$ cat src/rtl/wb_pkg.sv
// Shared types for the write-back stage.
//   wb_sel_e  : register-file write source select
//   lsize_e   : load size used by the memory-data extender
//   q_state_e : occupancy of the write-back skid queue
//   WB_DEPTH  : number of queue entries
package wb_pkg;

  typedef enum logic [2:0] {
    WB_ALU   = 3'd0,
    WB_MEM   = 3'd1,
    WB_LUI   = 3'd2,
    WB_ZERO  = 3'd3,
    WB_ONE   = 3'd4,
    WB_SHIFT = 3'd5,
    WB_LINK  = 3'd6,
    WB_RSVD  = 3'd7
  } wb_sel_e;

  typedef enum logic [1:0] {
    LS_WORD = 2'd0,
    LS_HALF = 2'd1,
    LS_BYTE = 2'd2
  } lsize_e;

  typedef enum logic [1:0] {
    Q_EMPTY = 2'd0,
    Q_ONE   = 2'd1,
    Q_FULL  = 2'd2
  } q_state_e;

  localparam int unsigned WB_DEPTH = 2;

endpackage

$ cat src/rtl/load_extend.sv
// Memory-data lane select and sign/zero extension (combinational).
//   i_mdr     : raw memory data word
//   i_lsize   : WORD / HALF / BYTE
//   i_lsigned : sign-extend sub-word results when set
//   i_boff    : byte offset of the load address
//   o_data    : aligned, extended result
module load_extend
  import wb_pkg::*;
#(
  parameter int unsigned DATA_W = 32,
  parameter int unsigned BOFF_W = $clog2(DATA_W / 8)
) (
  input  logic [DATA_W-1:0] i_mdr,
  input  lsize_e            i_lsize,
  input  logic              i_lsigned,
  input  logic [BOFF_W-1:0] i_boff,
  output logic [DATA_W-1:0] o_data
);

  logic [BOFF_W-1:0] w_hidx;
  logic [BOFF_W+3:0] w_hshamt;
  logic [BOFF_W+2:0] w_bshamt;
  logic [15:0]       w_half;
  logic [7:0]        w_byte;

  // Halfword lanes ignore the low offset bit.
  assign w_hidx   = i_boff >> 1;
  assign w_hshamt = {w_hidx, 4'b0000};
  assign w_bshamt = {i_boff, 3'b000};
  assign w_half   = 16'(i_mdr >> w_hshamt);
  assign w_byte   = 8'(i_mdr >> w_bshamt);

  always_comb begin
    o_data = i_mdr;
    case (i_lsize)
      LS_HALF: o_data = {{(DATA_W-16){i_lsigned & w_half[15]}}, w_half};
      LS_BYTE: o_data = {{(DATA_W-8){i_lsigned & w_byte[7]}}, w_byte};
      default: o_data = i_mdr;
    endcase
  end

endmodule

$ cat src/rtl/writeback_unit.sv
// Write-back stage: source mux, 2-entry skid queue toward the register
// file, and forwarding lookup over queued entries.
//   clk, reset (async, active-low)
//   in_valid/in_ready, in_sel, in_rd, in_alu/mdr/lui/shift/link,
//   in_lsize, in_lsigned, in_boff  : write-back request
//   wb_valid/wb_ready, wb_rd, wb_data : register-file write port
//   fwd_rs/fwd_rt -> fwd_*_hit, fwd_*_data : youngest pending match
module writeback_unit
  import wb_pkg::*;
#(
  parameter int unsigned DATA_W  = 32,
  parameter int unsigned RADDR_W = 5,
  parameter int unsigned BOFF_W  = $clog2(DATA_W / 8)
) (
  input  logic               clk,
  input  logic               reset,
  input  logic               in_valid,
  output logic               in_ready,
  input  wb_sel_e            in_sel,
  input  logic [RADDR_W-1:0] in_rd,
  input  logic [DATA_W-1:0]  in_alu,
  input  logic [DATA_W-1:0]  in_mdr,
  input  logic [DATA_W-1:0]  in_lui,
  input  logic [DATA_W-1:0]  in_shift,
  input  logic [DATA_W-1:0]  in_link,
  input  lsize_e             in_lsize,
  input  logic               in_lsigned,
  input  logic [BOFF_W-1:0]  in_boff,
  output logic               wb_valid,
  input  logic               wb_ready,
  output logic [RADDR_W-1:0] wb_rd,
  output logic [DATA_W-1:0]  wb_data,
  input  logic [RADDR_W-1:0] fwd_rs,
  input  logic [RADDR_W-1:0] fwd_rt,
  output logic               fwd_rs_hit,
  output logic               fwd_rt_hit,
  output logic [DATA_W-1:0]  fwd_rs_data,
  output logic [DATA_W-1:0]  fwd_rt_data
);

  q_state_e            r_state;
  q_state_e            w_state_next;
  logic                r_head;
  logic                r_tail;
  logic [RADDR_W-1:0]  r_rd   [WB_DEPTH];
  logic [DATA_W-1:0]   r_data [WB_DEPTH];

  logic [DATA_W-1:0]   w_mem;
  logic [DATA_W-1:0]   w_src;
  logic                w_push;
  logic                w_pop;
  logic                w_young;

  load_extend #(
    .DATA_W (DATA_W),
    .BOFF_W (BOFF_W)
  ) u_load_extend (
    .i_mdr     (in_mdr),
    .i_lsize   (in_lsize),
    .i_lsigned (in_lsigned),
    .i_boff    (in_boff),
    .o_data    (w_mem)
  );

  always_comb begin
    w_src = in_alu;
    case (in_sel)
      WB_MEM:   w_src = w_mem;
      WB_LUI:   w_src = in_lui;
      WB_ZERO:  w_src = '0;
      WB_ONE:   w_src = {{(DATA_W-1){1'b0}}, 1'b1};
      WB_SHIFT: w_src = in_shift;
      WB_LINK:  w_src = in_link;
      default:  w_src = in_alu;
    endcase
  end

  assign in_ready = (r_state != Q_FULL);
  assign wb_valid = (r_state != Q_EMPTY);
  // Writes to register zero are acknowledged but never enqueued.
  assign w_push   = in_valid && in_ready && (in_rd != '0);
  assign w_pop    = wb_valid && wb_ready;

  always_ff @(posedge clk or negedge reset) begin
    if (!reset) r_state <= Q_EMPTY;
    else        r_state <= w_state_next;
  end

  always_comb begin
    w_state_next = r_state;
    case (r_state)
      Q_EMPTY: if (w_push) w_state_next = Q_ONE;
      Q_ONE: begin
        if (w_push && !w_pop)      w_state_next = Q_FULL;
        else if (w_pop && !w_push) w_state_next = Q_EMPTY;
      end
      Q_FULL:  if (w_pop) w_state_next = Q_ONE;
      default: w_state_next = Q_EMPTY;
    endcase
  end

  // Push writes the tail slot; pop advances the head. A simultaneous
  // push/pop in ONE therefore makes the new entry the head.
  always_ff @(posedge clk or negedge reset) begin
    if (!reset) begin
      r_head <= 1'b0;
      r_tail <= 1'b0;
      for (int unsigned i = 0; i < WB_DEPTH; i++) begin
        r_rd[i]   <= '0;
        r_data[i] <= '0;
      end
    end else begin
      if (w_push) begin
        r_rd[r_tail]   <= in_rd;
        r_data[r_tail] <= w_src;
        r_tail         <= ~r_tail;
      end
      if (w_pop) r_head <= ~r_head;
    end
  end

  assign wb_rd   = r_rd[r_head];
  assign wb_data = r_data[r_head];

  // Youngest entry sits just behind the tail pointer; in ONE it is the head.
  assign w_young = ~r_tail;

  function automatic logic [DATA_W:0] fwd_lookup(
    input logic [RADDR_W-1:0] addr,
    input q_state_e           st,
    input logic               old_slot,
    input logic               yng_slot,
    input logic [RADDR_W-1:0] rd0,
    input logic [RADDR_W-1:0] rd1,
    input logic [DATA_W-1:0]  d0,
    input logic [DATA_W-1:0]  d1
  );
    logic [DATA_W:0] res;
    res = '0;
    if (addr != '0) begin
      if (st == Q_FULL && (old_slot ? rd1 : rd0) == addr)
        res = {1'b1, (old_slot ? d1 : d0)};
      if (st != Q_EMPTY && (yng_slot ? rd1 : rd0) == addr)
        res = {1'b1, (yng_slot ? d1 : d0)};
    end
    return res;
  endfunction

  always_comb begin
    {fwd_rs_hit, fwd_rs_data} = fwd_lookup(fwd_rs, r_state, r_head, w_young,
                                           r_rd[0], r_rd[1], r_data[0], r_data[1]);
    {fwd_rt_hit, fwd_rt_data} = fwd_lookup(fwd_rt, r_state, r_head, w_young,
                                           r_rd[0], r_rd[1], r_data[0], r_data[1]);
  end

endmodule

$ cat config.mk
export PLATFORM = sky130hd
export DESIGN_NAME = writeback_unit
export DESIGN_NICKNAME = d
export VERILOG_FILES = /design/src/rtl/wb_pkg.sv /design/src/rtl/load_extend.sv /design/src/rtl/writeback_unit.sv
export SDC_FILE = /design/constraint.sdc
export NUM_CORES = 1
export LEC_CHECK = 0
export ABC_AREA = 1
export CELL_PAD_IN_SITES_DETAIL_PLACEMENT = 0
export CELL_PAD_IN_SITES_GLOBAL_PLACEMENT = 1
export CORE_MARGIN = 5
export CORE_UTILIZATION = 29
export DETAILED_ROUTE_END_ITERATION = 7
export PLACE_DENSITY = 0.92
export REMOVE_ABC_BUFFERS = 1
export SYNTH_ARGS = -nofsm -noshare
export SYNTH_HDL_FRONTEND = slang
export SYNTH_SLANG_ARGS = --single-unit
export TNS_END_PERCENT = 30
$ cat constraint.sdc
create_clock -name clk -period 2.8 [get_ports clk]
set_input_delay 0.84 -clock clk [delete_from_list [all_inputs] [get_ports clk]]
set_output_delay 0.84 -clock clk [all_outputs]
set_load 0.02 [all_outputs]
=== Word level (Yosys, flattened, before mapping) ===
Index checks and enable logic that the tools add are counted.
Widths: inputs -> output; s select.

* Flip-flop bits (word level): 78
* Output and inout port bits: 105

* Order comparisons: 3
* Equal/unequal tests: 18
* Shifts and indexed selects: 2
* Mux-type cells: 29
* Bitwise logic cells: 6
* Reduce and logical (&&, ||, !) cells: 18

{| class="wikitable"
|+ Operator list
! cell !! number
|-
| $mux 33 || 6
|-
| $mux 32 || 6
|-
| $pmux 32 s6 || 1
|-
| $bwmux 64 || 1
|-
| $pmux 32 s2 || 1
|-
| $demux 32 s1 || 1
|-
| $shr 32x5->16 || 1
|-
| $shr 32x5->8 || 1
|-
| $mux 5 || 6
|-
| $eq 5x5->1 || 4
|-
| $reduce_bool 5->1 || 3
|-
| $bwmux 10 || 1
|-
| $logic_and 1x1->1 || 10
|-
| $eq 3x3->1 const B || 3
|-
| $mux 2 || 4
|-
| $eq 3x2->1 const B || 2
|-
| $ne 2x2->1 const B || 3
|-
| $pmux 2 s3 || 1
|-
| $demux 5 s1 || 1
|-
| $eq 2x1->1 const B || 2
|-
| $eq 2x2->1 const B || 2
|-
| $ge 2x2->1 const B || 2
|-
| $not 1->2 || 2
|-
| $eq 3x1->1 const B || 1
|-
| other kinds (8) || 11
|}

=== Longest topological paths before layout ===
* Depth in word-level cells: 8
* Depth in mapped cells: 13
* Depth with buffers taken out: 12

=== Cells and area by module ===
Synthesis repeated with hierarchy kept, for this count alone.

* Cell total of the unflattened synthesis: 1354
* Area total of the unflattened synthesis: 7432.1 um^2

{| class="wikitable"
|+ By module, submodules not included
! module !! instances !! cells an instance !! area each (um^2)
|-
| writeback_unit || 1 || 1190 || 6708.9
|-
| load_extend || 1 || 164 || 723.2
|}

=== Worst setup path before layout ===
Ideal clock, no wire load.

* Path kind: input port to output port
* From: input fwd_rs[4]
* To: output fwd_rs_data[10]
* Data arrival time: 1.896 ns
* Required time: 1.960 ns
* Path slack: 0.064 ns
* Cell stages on the path: 9
* Buffers on the path: 1
* Cells stage by stage: inv_1 -> nand2_1 -> nand2_1 -> nor2_4 -> nand3_2 -> nand2_1 -> nand2_1 -> buf_2 -> nor2_1

* Word-level cells in the longest chain between the ends: 5
* Elaborated cells between the ends (all ways): 8
* Classes of those cells: eq/ne (2); mux (3); reduce/logical (3)

{| class="wikitable"
|+ RTL lines
! what !! line !! RTL
|-
| start: declaration || writeback_unit.sv:33 || <nowiki>input logic [RADDR_W-1:0] fwd_rs,</nowiki>
|-
| $eq 5x5->1 || writeback_unit.sv:141 || <nowiki>if (st == Q_FULL && (old_slot ? rd1 : rd0) == addr)</nowiki>
|-
| $logic_and 1x1->1 || writeback_unit.sv:141 ||
|-
| $mux 33 || writeback_unit.sv:141 ||
|-
| $mux 33 || writeback_unit.sv:143 || <nowiki>if (st != Q_EMPTY && (yng_slot ? rd1 : rd0) == addr)</nowiki>
|-
| $mux 33 * || writeback_unit.sv:140 || <nowiki>if (addr != '0) begin</nowiki>
|-
| end: declaration || writeback_unit.sv:37 || <nowiki>output logic [DATA_W-1:0] fwd_rs_data,</nowiki>
|}

Every way passes the cells marked *; elsewhere a longest branch is shown, timed or not.

=== Worst setup path in the final report ===
* From: input fwd_rt[1]
* To: output fwd_rt_data[21]

* Word-level cells in the longest chain between the ends: 5
* Elaborated cells between the ends (all ways): 8
* Classes of those cells: eq/ne (2); mux (3); reduce/logical (3)

{| class="wikitable"
|+ RTL lines
! what !! line !! RTL
|-
| start: declaration || writeback_unit.sv:34 || <nowiki>input logic [RADDR_W-1:0] fwd_rt,</nowiki>
|-
| $eq 5x5->1 || writeback_unit.sv:141 ||
|-
| $logic_and 1x1->1 || writeback_unit.sv:141 ||
|-
| $mux 33 || writeback_unit.sv:141 ||
|-
| $mux 33 || writeback_unit.sv:143 ||
|-
| $mux 33 * || writeback_unit.sv:140 ||
|-
| end: declaration || writeback_unit.sv:38 || <nowiki>output logic [DATA_W-1:0] fwd_rt_data</nowiki>
|}

Marks and branches as above.

==> report_table.html <==
<table>
<tr><th>Metric</th><th>Value</th></tr>
<tr><th colspan="2">Worst setup path</th></tr>
<tr><td>Crit path arrival time</td><td>2.30 ns</td></tr>
<tr><td>Type of origin of the critical path</td><td>input pin</td></tr>
<tr><td>Maximum fanout encountered on the critical timing path</td><td>5</td></tr>
<tr><td>Critical Path Start</td><td>fwd_rt[1]</td></tr>
<tr><td>WP data required</td><td>1.96 ns</td></tr>
<tr><td>Reg2reg start</td><td>r_state[0]$_DFFE_PN0P_</td></tr>
<tr><td>WS Path Type</td><td>input pin to output port</td></tr>
<tr><td>Crit. End Element</td><td>output port</td></tr>
<tr><td>R2R depth</td><td>10</td></tr>
<tr><td>Reg2reg setup slack</td><td>1.00 ns</td></tr>
<tr><th colspan="2">Clock network</th></tr>
<tr><td>Clock sink count</td><td>78</td></tr>
<tr><td>Clock transition at the registers of the reported paths</td><td>about 0.060 ns</td></tr>
<tr><td>Total number of H-tree levels</td><td>3</td></tr>
<tr><td>CTS buffer count</td><td>9</td></tr>
<tr><td>Clock buffer depth</td><td>2</td></tr>
<tr><td>Buffer cell driving the clock tree root</td><td>sky130_fd_sc_hd__clkbuf_16</td></tr>
<tr><td>Clock insertion delay at the later pin of the skew report</td><td>~0.33 ns</td></tr>
<tr><td>TritonCTS clock tree</td><td>built</td></tr>
<tr><th colspan="2">Yosys</th></tr>
<tr><td>Number of synthesized register bits</td><td>78</td></tr>
<tr><td>Yosys Warn Count</td><td>0</td></tr>
<tr><td>Main area contributors after synthesis</td><td>sky130_fd_sc_hd__nand2_1 28%, sky130_fd_sc_hd__dfrtp_1 25%, sky130_fd_sc_hd__inv_1 7.2%</td></tr>
<tr><td>Cell accounting for the most synthesized area</td><td>sky130_fd_sc_hd__nand2_1</td></tr>
<tr><td>EDFF count, synth</td><td>0</td></tr>
<tr><td>Synth Instances</td><td>approximately 1.4k</td></tr>
<tr><td>Simple-Gate Fraction of Synth Area</td><td>0.523</td></tr>
<tr><td>Distinct cells, synth</td><td>32</td></tr>
<tr><td>Leading cell types by count after synthesis</td><td>576 x sky130_fd_sc_hd__nand2_1, 150 x sky130_fd_sc_hd__inv_1, 150 x sky130_fd_sc_hd__nor2_1</td></tr>
<tr><td>Combinational family with the most area after synthesis</td><td>simple AND/OR/NAND/NOR gates</td></tr>
<tr><td>Fraction of post-synthesis cell area in the top cell type by area</td><td>0.277</td></tr>
<tr><td>Leading cell type by number of instances after synthesis</td><td>sky130_fd_sc_hd__nand2_1</td></tr>
<tr><td>Leading register cell type out of synthesis</td><td>sky130_fd_sc_hd__dfrtp_1</td></tr>
<tr><td>Post-synthesis average cell area</td><td>about 5.4 um2</td></tr>
<tr><td>Netlist area before placement</td><td>about 7800 um2</td></tr>
<tr><td>Parity-gate share of the synthesized area counting xor and xnor cells</td><td>0.00112</td></tr>
<tr><td>Multiplexer area fraction after synthesis</td><td>0.00128</td></tr>
<tr><td>Complex-gate fraction of the synthesized area</td><td>0.0984</td></tr>
<tr><td>Synthesized-area fraction occupied by adder cells</td><td>0.00321</td></tr>
<tr><td>Fraction of registers with async set or reset after synthesis</td><td>1.00</td></tr>
<tr><td>Part of the Yosys area used for sequential elements</td><td>0.250</td></tr>
<tr><th colspan="2">Cells and area</th></tr>
<tr><td>Share of final-layout standard cells stronger than drive strength 1</td><td>0.248</td></tr>
<tr><td>Final-stage net count</td><td>approximately 2.0k</td></tr>
<tr><td>Area Overhead vs Synth</td><td>69.5%</td></tr>
<tr><td>Number of cells in the finished layout apart from fillers</td><td>around 2.1k</td></tr>
<tr><td>Design area</td><td>between 10000 and 15000 um2</td></tr>
<tr><td>Fraction of the core area covered by cells at the end of the flow</td><td>0.494</td></tr>
<tr><th colspan="2">Floorplan</th></tr>
<tr><td>CORE AREA</td><td>between 20000 and 30000 um2</td></tr>
<tr><td>Full die area</td><td>30300 um2</td></tr>
<tr><td>Cell Rows</td><td>60</td></tr>
<tr><td>Top-Level Pins</td><td>~300</td></tr>
<tr><td>Vertical extent of the die</td><td>~170 um</td></tr>
<tr><td>Die Wd</td><td>about 170 um</td></tr>
<tr><td>Starting Density</td><td>0.292</td></tr>
<tr><th colspan="2">Timing</th></tr>
<tr><td>Max-slew violation count</td><td>0</td></tr>
<tr><td>Actual slew at the worst max-slew pin</td><td>around 0.45 ns</td></tr>
<tr><td>Least setup slack across all paths after layout</td><td>-0.343 ns</td></tr>
<tr><td>Unrepaired setup endpoints after global routing</td><td>true</td></tr>
<tr><td>Max-slew headroom</td><td>0.700</td></tr>
<tr><td>Timing-limited maximum frequency</td><td>around 0.32 GHz</td></tr>
<tr><td>Maximum clock skew at final layout</td><td>between 0.009 and 0.01 ns</td></tr>
<tr><td>Share of the cycle needed by the critical path after routing</td><td>1.12</td></tr>
<tr><td>Final Critical Period</td><td>3.14 ns</td></tr>
<tr><td># setup viols final</td><td>between 60 and 70</td></tr>
<tr><td>Number of endpoints with negative hold slack in the final report</td><td>0</td></tr>
<tr><th colspan="2">Drt</th></tr>
<tr><td>Overall via count from detail_route</td><td>roughly 11k</td></tr>
<tr><td>Number of vias per cell after detailed routing</td><td>4.96</td></tr>
<tr><td>Final wirelength</td><td>~37 mm</td></tr>
<tr><td>Number of remaining DRC errors</td><td>0</td></tr>
<tr><td>Count of TritonRoute iterations in the first routing pass</td><td>7</td></tr>
<tr><td>Detail Route Antenna Nets</td><td>0</td></tr>
<tr><td>Average routed wire per standard cell</td><td>~17 um</td></tr>
<tr><td>Iteration-0 DRC Markers</td><td>~830</td></tr>
<tr><th colspan="2">Power and ir drop</th></tr>
<tr><td>Sw Share</td><td>0.512</td></tr>
<tr><td>Relative contribution of combinational cells to total power</td><td>0.749</td></tr>
<tr><td>Power share of the sequential group</td><td>0.162</td></tr>
<tr><td>Net load switching power</td><td>roughly 6.4 mW</td></tr>
<tr><td>Leakage dissipation</td><td>~6.7 nW</td></tr>
<tr><td>Cell internal power dissipation</td><td>just over 6 mW</td></tr>
<tr><td>Clock power frac</td><td>0.089</td></tr>
<tr><td>Maximum ir drop on the vdd rail</td><td>0.000476 V</td></tr>
<tr><td>Pwr Density</td><td>roughly 950 nW/um2</td></tr>
<tr><th colspan="2">Global route</th></tr>
<tr><td>Global route overflow</td><td>0</td></tr>
<tr><td>Maximum number of pins on one net before global-route repair</td><td>between 50 and 60</td></tr>
<tr><td>Number of global-route vias before repair</td><td>just over 10k</td></tr>
<tr><td>GRT Total Usage</td><td>0.223</td></tr>
<tr><td>Global-route wire length before repair</td><td>54.8 mm</td></tr>
<tr><td>Initial antenna violation count</td><td>1</td></tr>
<tr><th colspan="2">Placed design</th></tr>
<tr><td>Post-place instance area</td><td>between 10000 and 15000 um2</td></tr>
<tr><td>HPWL Detailed</td><td>~27 mm</td></tr>
<tr><td>Gpl congestion</td><td>~0.93</td></tr>
<tr><td>Count of buffers from port buffering</td><td>slightly below 300</td></tr>
<tr><td>Number of placed cells counting well taps</td><td>~2.1k</td></tr>
<tr><th colspan="2">Run</th></tr>
<tr><td>Reported max-cap violation count</td><td>0</td></tr>
<tr><th colspan="2">Run status</th></tr>
<tr><td>Outcome</td><td>finished, violations left</td></tr>
<tr><td>Violated checks</td><td>setup timing</td></tr>
<tr><th colspan="2">Hold path</th></tr>
<tr><td>HP Class</td><td>input pin to asynchronous set/reset pin</td></tr>
</table>
worst paths after layout:
| path | end |
|---|---|
| worst min register to register | r_data[60]$_DFFE_PN0P_ |
| worst max-delay path | fwd_rt_data[21] |
| worst min-delay path | r_rd[5]$_DFFE_PN0P_ |
| max in group asynchronous | r_data[4]$_DFFE_PN0P_ |
| min in group clk | r_data[60]$_DFFE_PN0P_ |
| worst max register to register | r_data[40]$_DFFE_PN0P_ |
cells by family (layout without fill, tap and decap cells):
| group | count (synthesis) | after routing |
|---|---|---|
| AO/OA/AOI/OAI | 151 | 151 |
| buffers and inverters | 240 | 608 |
| other | 0 | 1 |
| adder cells (fa/ha/maj) | 2 | 2 |
| AND/OR/NAND/NOR | 958 | 958 |
| flip-flops | 78 | 78 |
| multiplexers | 1 | 1 |
| XOR/XNOR | 1 | 1 |
cell type report:
| type | instances | area, um2 |
|---|---|---|
| clock buffer | 13 | 260 |
| clock inverter | 3 | 18.8 |
| fill | 2734 | 13500 |
| tap | 341 | 427 |
| multi-input combinational | 1113 | 5510 |
| sequential | 78 | 1950 |
| antenna | 1 | 2.50 |
| timing repair buffer | 439 | 4460 |
| inverter | 153 | 582 |
worst max-delay path, cell delays in order:
cell	delay (ns)
sky130_fd_sc_hd__clkdlybuf4s15_2	0.24
sky130_fd_sc_hd__nand3_1	0.13
sky130_fd_sc_hd__nand2_1	0.10
sky130_fd_sc_hd__nor2_4	0.15
sky130_fd_sc_hd__nand3_4	0.13
sky130_fd_sc_hd__nand2_4	0.11
sky130_fd_sc_hd__nand2_8	0.10
sky130_fd_sc_hd__buf_12	0.15
sky130_fd_sc_hd__buf_12	0.13
sky130_fd_sc_hd__nor2_4	0.09
sky130_fd_sc_hd__buf_6	0.12
metal layers:
layer,global-route usage,wire [um],share of wire,vias to the layer above
met5,0,0,0,-
met4,0.0544,813,0.022,0
met3,0.0370,2530,0.069,50
met2,0.383,17900,0.48,435
met1,0.294,15700,0.43,4911
li1,-,-,-,5229
state kept, by name, indices dropped and copies added, names as in the netlist:
name,flops
r_rd,10
r_tail,1
r_state,2
r_data,64
r_head,1
power groups by stage:
stage                     Combinational, mW  Sequential (mW)  Clock (mW)
after floorplan                        3.92             2.07           0
after global placement                 7.49             2.01           0
after detailed placement               7.59             2.03           0
after CTS                              8.12             2.00        1.14
after global routing                   10.2             2.09        1.20
final                                  9.38             2.03        1.12
placed cells by master (no fill, tap or decap), types with 22 or more instances in the layout:
| cell | Yosys | final |
|---|---|---|
| sky130_fd_sc_hd__a21oi_1 | 32 | 32 |
| sky130_fd_sc_hd__dfrtp_1 | 78 | 76 |
| sky130_fd_sc_hd__nand2_1 | 576 | 529 |
| sky130_fd_sc_hd__nor2_1 | 150 | 85 |
| sky130_fd_sc_hd__o21ai_0 | 111 | 84 |
| sky130_fd_sc_hd__inv_1 | 150 | 145 |
| sky130_fd_sc_hd__nand2_2 | 2 | 44 |
| sky130_fd_sc_hd__buf_4 | 0 | 149 |
| sky130_fd_sc_hd__o21ai_1 | 4 | 24 |
| sky130_fd_sc_hd__clkdlybuf4s50_1 | 0 | 181 |
| sky130_fd_sc_hd__buf_12 | 0 | 22 |
| sky130_fd_sc_hd__or2_2 | 31 | 31 |
| sky130_fd_sc_hd__buf_6 | 1 | 62 |
| sky130_fd_sc_hd__nand3_1 | 112 | 107 |
| sky130_fd_sc_hd__nand4_1 | 67 | 67 |
| sky130_fd_sc_hd__nor2_4 | 6 | 50 |
timing repair:
item / CTS / global route
gates cloned: 3 / 7
pin swaps: 25 / 37
setup endpoints to repair: 99 / 75
hold buffers: 0 / 0
buffers inserted: 10 / 4
gates resized for setup: 506 / 200
per-stage QoR:
stage / TNS [ns] / setup WS [ns] / total power, mW / hold slack (ns)
3_5_place_dp: -68.02 / -1.16 / 9.62 / 0.465
6_report: -15.99 / -0.343 / 12.5 / 0.433
3_3_place_gp: -65.82 / -1.13 / 9.49 / 0.465
4_1_cts: -16.24 / -0.302 / 11.3 / 0.434
2_1_floorplan: -193.33 / -1.76 / 5.99 / 0.449
5_1_grt: -22.00 / -0.411 / 13.5 / 0.455
(Power assumes the default switching activity.)
